$ cat src/rtl/mem_stage.sv
// MEM stage: data-memory req/ack access with lane alignment and load extension.
// Feeds the MEM/WB register and holds the front of the pipe while busy.
module mem_stage #(
  parameter int ACK_TIMEOUT = 255,
  parameter int CNT_W       = 8
) (
  input  logic        clk,
  input  logic        rstn,
  input  logic        ctrl_reg_write_EX,
  input  logic [1:0]  ctrl_wb_reg_src_EX,
  input  logic        ctrl_mem_r_EX,
  input  logic        ctrl_mem_w_EX,
  input  logic [2:0]  funct3_EX,
  input  logic [31:0] alu_out_EX,
  input  logic [31:0] rd2_EX,
  input  logic [31:0] pc_4_EX,
  input  logic [4:0]  reg_wb_addr_EX,
  input  logic        dm_ack,
  input  logic [31:0] dm_rdata,
  output logic        dm_req,
  output logic        dm_we,
  output logic [31:0] dm_addr,
  output logic [3:0]  dm_be,
  output logic [31:0] dm_wdata,
  output logic        stall_MEM,
  output logic        ctrl_reg_write_MEM,
  output logic [4:0]  reg_wb_addr_MEM,
  output logic [31:0] reg_wb_data,
  output logic        fault_MEM
);

  typedef enum logic [1:0] {
    S_IDLE,
    S_WAIT,
    S_DONE
  } state_t;

  state_t      r_state, w_next;
  logic [CNT_W-1:0] r_cnt;
  logic        r_req, r_we, r_to, r_wen, r_fault;
  logic [31:0] r_addr, r_wdata, r_rdata, r_wbd;
  logic [3:0]  r_be;
  logic [4:0]  r_wba;

  logic        w_access, w_ld_ok, w_st_ok, w_bad;
  logic        w_half, w_word, w_to_hit, w_stall;
  logic [1:0]  w_a;
  logic [3:0]  w_be;
  logic [31:0] w_wdata, w_shift, w_load, w_wbd;
  logic [15:0] w_hd;
  logic [7:0]  w_bd;

  assign w_a      = alu_out_EX[1:0];
  assign w_access = ctrl_mem_r_EX | ctrl_mem_w_EX;
  assign w_half   = funct3_EX[1:0] == 2'b01;
  assign w_word   = funct3_EX[1:0] == 2'b10;
  assign w_ld_ok  = (funct3_EX != 3'b011) && (funct3_EX[2:1] != 2'b11);
  assign w_st_ok  = !funct3_EX[2] && (funct3_EX[1:0] != 2'b11);

  assign w_bad = w_access &&
    ((ctrl_mem_r_EX && !w_ld_ok) ||
     (ctrl_mem_w_EX && !w_st_ok) ||
     (w_half && w_a[0]) ||
     (w_word && (w_a != 2'b00)));

  assign w_to_hit = (ACK_TIMEOUT != 0) &&
    (r_cnt == CNT_W'(ACK_TIMEOUT - 1));

  // Reset drops the stall at once even if EX still presents an access.
  assign w_stall = rstn &&
    (((r_state == S_IDLE) && w_access && !w_bad) ||
     (r_state == S_WAIT));

  always_comb begin
    w_be    = 4'b1111;
    w_wdata = rd2_EX;
    if (ctrl_mem_w_EX) begin
      unique case (1'b1)
        w_word: begin
          w_be    = 4'b1111;
          w_wdata = rd2_EX;
        end
        w_half: begin
          w_be    = w_a[1] ? 4'b1100 : 4'b0011;
          w_wdata = {2{rd2_EX[15:0]}};
        end
        default: begin
          w_be    = 4'b0001 << w_a;
          w_wdata = {4{rd2_EX[7:0]}};
        end
      endcase
    end
  end

  assign w_shift = r_rdata >> {w_a, 3'b000};
  assign w_bd    = w_shift[7:0];
  assign w_hd    = w_a[1] ? r_rdata[31:16] : r_rdata[15:0];

  always_comb begin
    unique case (funct3_EX)
      3'b000:  w_load = {{24{w_bd[7]}}, w_bd};
      3'b001:  w_load = {{16{w_hd[15]}}, w_hd};
      3'b100:  w_load = {24'd0, w_bd};
      3'b101:  w_load = {16'd0, w_hd};
      default: w_load = r_rdata;
    endcase
  end

  always_comb begin
    unique case (ctrl_wb_reg_src_EX)
      2'b01:   w_wbd = w_load;
      2'b10:   w_wbd = pc_4_EX;
      default: w_wbd = alu_out_EX;
    endcase
  end

  always_comb begin
    w_next = r_state;
    unique case (r_state)
      S_IDLE: if (w_access && !w_bad) w_next = S_WAIT;
      S_WAIT: if (dm_ack || w_to_hit) w_next = S_DONE;
      default: w_next = S_IDLE;
    endcase
  end

  always_ff @(posedge clk or negedge rstn) begin
    if (!rstn) begin
      r_state <= S_IDLE;
      r_cnt   <= '0;
      r_req   <= 1'b0;
      r_we    <= 1'b0;
      r_addr  <= '0;
      r_be    <= '0;
      r_wdata <= '0;
      r_rdata <= '0;
      r_to    <= 1'b0;
      r_wen   <= 1'b0;
      r_wba   <= '0;
      r_wbd   <= '0;
      r_fault <= 1'b0;
    end else begin
      r_state <= w_next;
      r_fault <= 1'b0;
      unique case (r_state)
        S_IDLE: begin
          if (w_access && !w_bad) begin
            r_req   <= 1'b1;
            r_we    <= ctrl_mem_w_EX;
            r_addr  <= {alu_out_EX[31:2], 2'b00};
            r_be    <= w_be;
            r_wdata <= w_wdata;
            r_cnt   <= '0;
          end
        end
        S_WAIT: begin
          if (dm_ack) begin
            r_rdata <= dm_rdata;
            r_req   <= 1'b0;
          end else if (w_to_hit) begin
            r_req <= 1'b0;
            r_to  <= 1'b1;
          end else begin
            r_cnt <= r_cnt + 1'b1;
          end
        end
        default: r_to <= 1'b0;
      endcase
      if (!w_stall) begin
        r_wba   <= reg_wb_addr_EX;
        r_wbd   <= w_wbd;
        r_wen   <= ctrl_reg_write_EX && !w_bad &&
                   !((r_state == S_DONE) && r_to);
        r_fault <= ((r_state == S_IDLE) && w_bad) ||
                   ((r_state == S_DONE) && r_to);
      end
    end
  end

  assign dm_req             = r_req;
  assign dm_we              = r_we;
  assign dm_addr            = r_addr;
  assign dm_be              = r_be;
  assign dm_wdata           = r_wdata;
  assign stall_MEM          = w_stall;
  assign ctrl_reg_write_MEM = r_wen;
  assign reg_wb_addr_MEM    = r_wba;
  assign reg_wb_data        = r_wbd;
  assign fault_MEM          = r_fault;

endmodule

$ cat config.mk
export PLATFORM = sky130hd
export DESIGN_NAME = mem_stage
export DESIGN_NICKNAME = d
export VERILOG_FILES = /design/src/rtl/mem_stage.sv
export SDC_FILE = /design/constraint.sdc
export NUM_CORES = 1
export LEC_CHECK = 0
export ABC_AREA = 0
export CAP_MARGIN = 5
export CELL_PAD_IN_SITES_DETAIL_PLACEMENT = 0
export CELL_PAD_IN_SITES_GLOBAL_PLACEMENT = 1
export CORE_UTILIZATION = 37
export CTS_CLUSTER_SIZE = 10
export DETAILED_ROUTE_END_ITERATION = 10
export HOLD_SLACK_MARGIN = 0.05
export PLACE_DENSITY = 0.95
export SETUP_SLACK_MARGIN = 0.5
export SKIP_CTS_REPAIR_TIMING = 1
export SYNTH_ARGS = -nofsm -noshare
export SYNTH_HDL_FRONTEND = slang
export SYNTH_SLANG_ARGS = --single-unit
$ cat constraint.sdc
create_clock -name clk -period 3.49 [get_ports clk]
set_clock_uncertainty 0.05 [all_clocks]
set_input_delay 0.698 -clock clk [delete_from_list [all_inputs] [get_ports clk]]
set_output_delay 0.698 -clock clk [all_outputs]
set_load 0.03 [all_outputs]
Word level (Yosys, flattened, before mapping)
Index checks and enable logic that the tools add are counted.
- bits in registers: 150
- input port bits: 144
- logic and storage cells: 96
- add/subtract/negate cells: 1
- bitwise operators: 2
- shift-type cells: 2
- reductions and logical operators: 36
- equality and inequality tests: 19
- multiplexer cells: 23
- operators with widths (cell ; number):
    $pmux W32 S2 ; 2
    $pmux W32 S4 ; 1
    $mux W32 ; 1
    $shr A32 B5 Y8 ; 1
    $mux W8 ; 3
    $mux W16 ; 1
    $pmux W8 S2 ; 1
    $logic_and A1 B1 Y1 ; 15
    $ne A2 B2 Y1 const B ; 5
    $add A8 B1 Y8 const B ; 1
    $eq A8 B8 Y1 const B ; 1
    $mux W4 ; 2
    $pmux W4 S2 ; 1
    $eq A2 B1 Y1 const B ; 3
    $eq A2 B2 Y1 const B ; 3
    $eq A3 B3 Y1 const B ; 2
    $logic_or A1 B1 Y1 ; 6
    $mux W1 ; 6
    $reduce_and A2 Y1 ; 3
    $reduce_and A3 Y1 ; 2
    $logic_not A1 Y1 ; 5
    $mux W2 ; 2
    $ne A2 B1 Y1 const B ; 2
    $pmux W1 S2 ; 2
    other kinds (11) ; 12

Depth between registers and ports, before layout
- depth in word-level cells: 13
- mapped depth: 11

Least setup slack after synthesis
Ideal clock, no wire load.
- kind: input to output
- start point: input funct3_EX[1]
- end point: output stall_MEM
- path buffers: 3
- stages on the path: 10
- data arrival time: 2119 ps
- path slack: 623 ps
- required time: 2742 ps
- path through: inv_1 -> ha_1 -> buf_4 -> nor2_1 -> nor2_1 -> a211oi_1 -> o21ai_2 -> buf_6 -> buf_6 -> inv_1
- longest elaborated chain between the ends: 12
- elaborated cells between the ends (all ways): 21
- those cells by class: 5 x eq/ne; 16 x reduce/logical
- RTL lines (item ; line ; RTL):
    start, declared ; 13 ; input logic [2:0] funct3_EX,
    $ne A3 B2 Y1 (tied with other cells) ; 57 ; assign w_ld_ok = (funct3_EX != 3'b011) && (funct3_EX[2:1] != 2'b11);
    $logic_and A1 B1 Y1, on equally long branches ; 57, 58 ;
    $logic_not A1 Y1, on equally long branches ; 61, 62 ;
    $logic_and A1 B1 Y1, on equally long branches ; 61, 62 ;
    $logic_or A1 B1 Y1 ; 61 ; ((ctrl_mem_r_EX && !w_ld_ok) ||
    $logic_or A1 B1 Y1 ; 62 ; (ctrl_mem_w_EX && !w_st_ok) ||
    $logic_or A1 B1 Y1 * ; 63 ; (w_half && w_a[0]) ||
    $logic_and A1 B1 Y1 * ; 60 ; assign w_bad = w_access &&
    $logic_not A1 Y1 * ; 71 ; (((r_state == S_IDLE) && w_access && !w_bad) ||
    $logic_and A1 B1 Y1 * ; 71 ;
    $logic_or A1 B1 Y1 * ; 71 ;
    $logic_and A1 B1 Y1 * ; 70 ; assign w_stall = rstn &&
    end, declared ; 25 ; output logic stall_MEM,
Every way passes the cells marked *; elsewhere a longest branch is shown, timed or not.

Worst setup path in the final report
- start point: input ctrl_mem_w_EX
- end point: output stall_MEM
- longest elaborated chain between the ends: 9
- elaborated cells between the ends (all ways): 11
- those cells by class: 1 x bitwise; 10 x reduce/logical
- RTL lines (item ; line ; RTL):
    start, declared ; 12 ; input logic ctrl_mem_w_EX,
    $logic_and A1 B1 Y1 ; 62 ;
    $logic_or A1 B1 Y1 ; 61 ;
    $logic_or A1 B1 Y1 ; 62 ;
    $logic_or A1 B1 Y1 ; 63 ;
    $logic_and A1 B1 Y1 ; 60 ;
    $logic_not A1 Y1 ; 71 ;
    $logic_and A1 B1 Y1 * ; 71 ;
    $logic_or A1 B1 Y1 * ; 71 ;
    $logic_and A1 B1 Y1 * ; 70 ;
Marked as above.

==> metrics.cfg <==
[drt]
wl_per_cell_um = 18.9
drt_iter0_drc = 338
vias_per_cell = 5.26
dr.pass1.iters = 4
ant_nets = 0
vias = 6480
drc = 0
finalWirelength_mm = 23.3

[worst_setup_path]
critical_path_arrival_ns = 2.16
cp_num_buf_inv = 5
crit_path_start_kind = input port
crit_required_ns = 2.74
worst-setup-path-type = input port to primary output
max_stage_delay_ns = 0.42
critPathCaptureType = primary output
slowest_stage = clkdlybuf4s50_1
cp_top_family = buffers and inverters
path_max_fanout = 14
crit_top_cell = buf_4
crit_path_start = ctrl_mem_w_EX
r2r-start = r_state[1]
path_cells = clkdlybuf4s50_1 > buf_4 > a21o_4 > a211oi_2 > buf_4 > o21ai_4 > inv_1 > buf_12

[logic_synthesis]
synthDistinctLibCells = 50
synthSimpleGateAreaFrac_pct = 12.5
synth_xor_xnor_area_share_pct = 0.596
synth_fa_ha_area_share_pct = 1.36
yosysSeqAreaShare_pct = 51.1
ys_warn_count = 0
syn_inst = 713
synthesis.area_um2 = 7350
synth_top_family_by_area = compound AO/OA/AOI/OAI gates
syn_area_per_cell_um2 = 10.3
synth-compound-area-share_pct = 16.5
synth_mux_area_share_pct = 13.3
synth-seq-cells = 150

[floorplan]
die_h_um = 143
initial_core_util_pct = 37.8
die_area_um2 = 20400
die_w_um = 143
coreArea_um2 = 19500
ioPinCount = 254
rows = 51

[sta]
period_minus_slack_ns = 2.91
tightest_slew_ns = 0.936
fin_tns_setup_ns = 0
relSlewSlack_pct = 37.4
fmax_mhz = 344
rsz0062_at_grt = false
finalSetupViolCount = 0
final-hold-violation-count = 0
slew_violations = 0
fin_crit_sh_pct = 83.4

[finish]
layout_common_cells = 246 x clkdlybuf4s50_1, 150 x dfrtp_1, 128 x nand2_1
drive_gt1_share_pct = 14.8
fillers = 1692
num_antenna_cells = 0
num-nets-final = 1106
finalNonFillerCells = 1232
layout_commonest_cell = clkdlybuf4s50_1
syn_to_final_growth_pct = 46.7

[placed_design]
port-buffer-count = 251
place_congestion = 0.821
dp_hpwl_mm = 16.9
dp.cells = 1200

[power_and_ir_drop]
power.total_mw = 8.81
peakVddDrop_mv = 0.426
p_per_area_nw_per_um2 = 817
power_leakage_nw = 4.70

[clock_network]
clockRootBuffer = clkbuf_16
htreeDepth = 4
cts_max_path_buffers = 2
cts_sinks = 150
clk-insertion-delay-late_ns = 0.42
cts_tree = built
cts_buffers = 17
clk_transition_reported_paths_ns = 0.06

[global_routing]
grt_pass1_vias = 6267
grt_overflow_total = 0
grt_pass1_wl_mm = 35.3
grt.total_usage_pct = 23.0
antenna_found_initial = 0
grt_max_degree = 151

[status]
status = complete, no violations

[min_path]
worstHoldPathType = input port to async pin

[flow_run]
max_cap_viol_count = 0

==> power breakdown <==
| part | internal (mW) | switching, mW | total (mW) |
|---|---|---|---|
| logic | 1.78 | 2.20 | 3.98 |
| registers | 2.46 | 0.511 | 2.97 |
| clock network | 1.08 | 0.777 | 1.86 |
==> routing by layer <==
| metal | vias to the layer above | track usage [%] | share of wire (%) |
|---|---|---|---|
| met5 | - | 0 | 0 |
| met4 | 0 | 9.00 | 2.3 |
| met3 | 35 | 5.40 | 6.9 |
| met2 | 249 | 36.5 | 47 |
| met1 | 3181 | 30.3 | 44 |
| li1 | 3015 | - | - |
==> final cells by class <==
class	instances	area, µm²	area share, %
clock buffer	19	443	4.11
clock inverter	13	145	1.35
inverter	17	63.8	0.592
multi-input combinational	495	3310	30.7
sequential	150	3750	34.8
tap	265	332	3.08
timing repair buffer	273	2730	25.4
==> cells by family after synthesis <==
logic type,count (synthesis)
buffers and inverters,69
DFF,150
xor gates and xnor gates,5
other,1
and+or+nand+nor,215
adders and majority gates,8
AOI/OAI and AO/OA,176
muxes,89
==> final timing paths <==
kind	end	slack (ns)	cells past startpoint
worst max-delay path	stall_MEM	0.58	8
worst min-delay path	dm_addr[15]	0.42	2
worst max register to register	dm_wdata[14]	1.33	4
max in group asynchronous	fault_MEM	2.37	2
worst min register to register	dm_addr[15]	0.43	2
min in group clk	dm_addr[15]	0.43	2
==> cells in the mapped netlist, drive strengths merged <==
cell	instances	area share, %
dfrtp	150	51
nand2	128	6.5
mux2	70	11
o21ai	61	4.3
nor2	47	2.4
a21oi	31	2.1
a22oi	30	3.1
buf	28	2.5
clkbuf	24	1.2
mux2i	19	2.6
a221oi	17	2.0
inv	17	0.87
a221o	14	1.9
and3	9	0.77
ha	8	1.4
o221ai	7	0.83
nand3	6	0.41
nand2b	5	0.46
nor2b	5	0.43
xor2	5	0.60
nand4	4	0.34
a21o	3	0.31
and2	3	0.26
or2	3	0.26
a2bb2oi	2	0.24
nand3b	2	0.20
a2111o	1	0.15
a2111oi	1	0.37
a211o	1	0.12
a211oi	1	0.10
a21boi	1	0.10
a311o	1	0.14
a311oi	1	0.36
a41oi	1	0.12
conb	1	0.051
nor3b	1	0.26
o22a	1	0.12
o22ai	1	0.085
o31ai	1	0.10
or3	1	0.085
or3b	1	0.12
==> flip-flops by register name, indices dropped and copies added, names as in the netlist <==
register            flops
reg_wb_data            32
dm_be                   4
r_rdata                32
fault_MEM               1
dm_we                   1
ctrl_reg_write_MEM      1
r_cnt                   8
r_to                    1
reg_wb_addr_MEM         5
dm_addr                30
dm_req                  1
r_state                 2
dm_wdata               32
==> metrics by stage <==
step                setup WS [ns]  hold slack, ns  util, %  area [µm²]
CTS                         0.298           0.427     55.2       10700
global route                0.545           0.441     55.4       10800
floorplan                   0.623           0.352        -        7350
finish                      0.580           0.420     55.4       10800
global placement            0.285           0.407     52.2       10200
detailed placement          0.186           0.411     52.2       10200
Power figures use the tool's default switching activity.
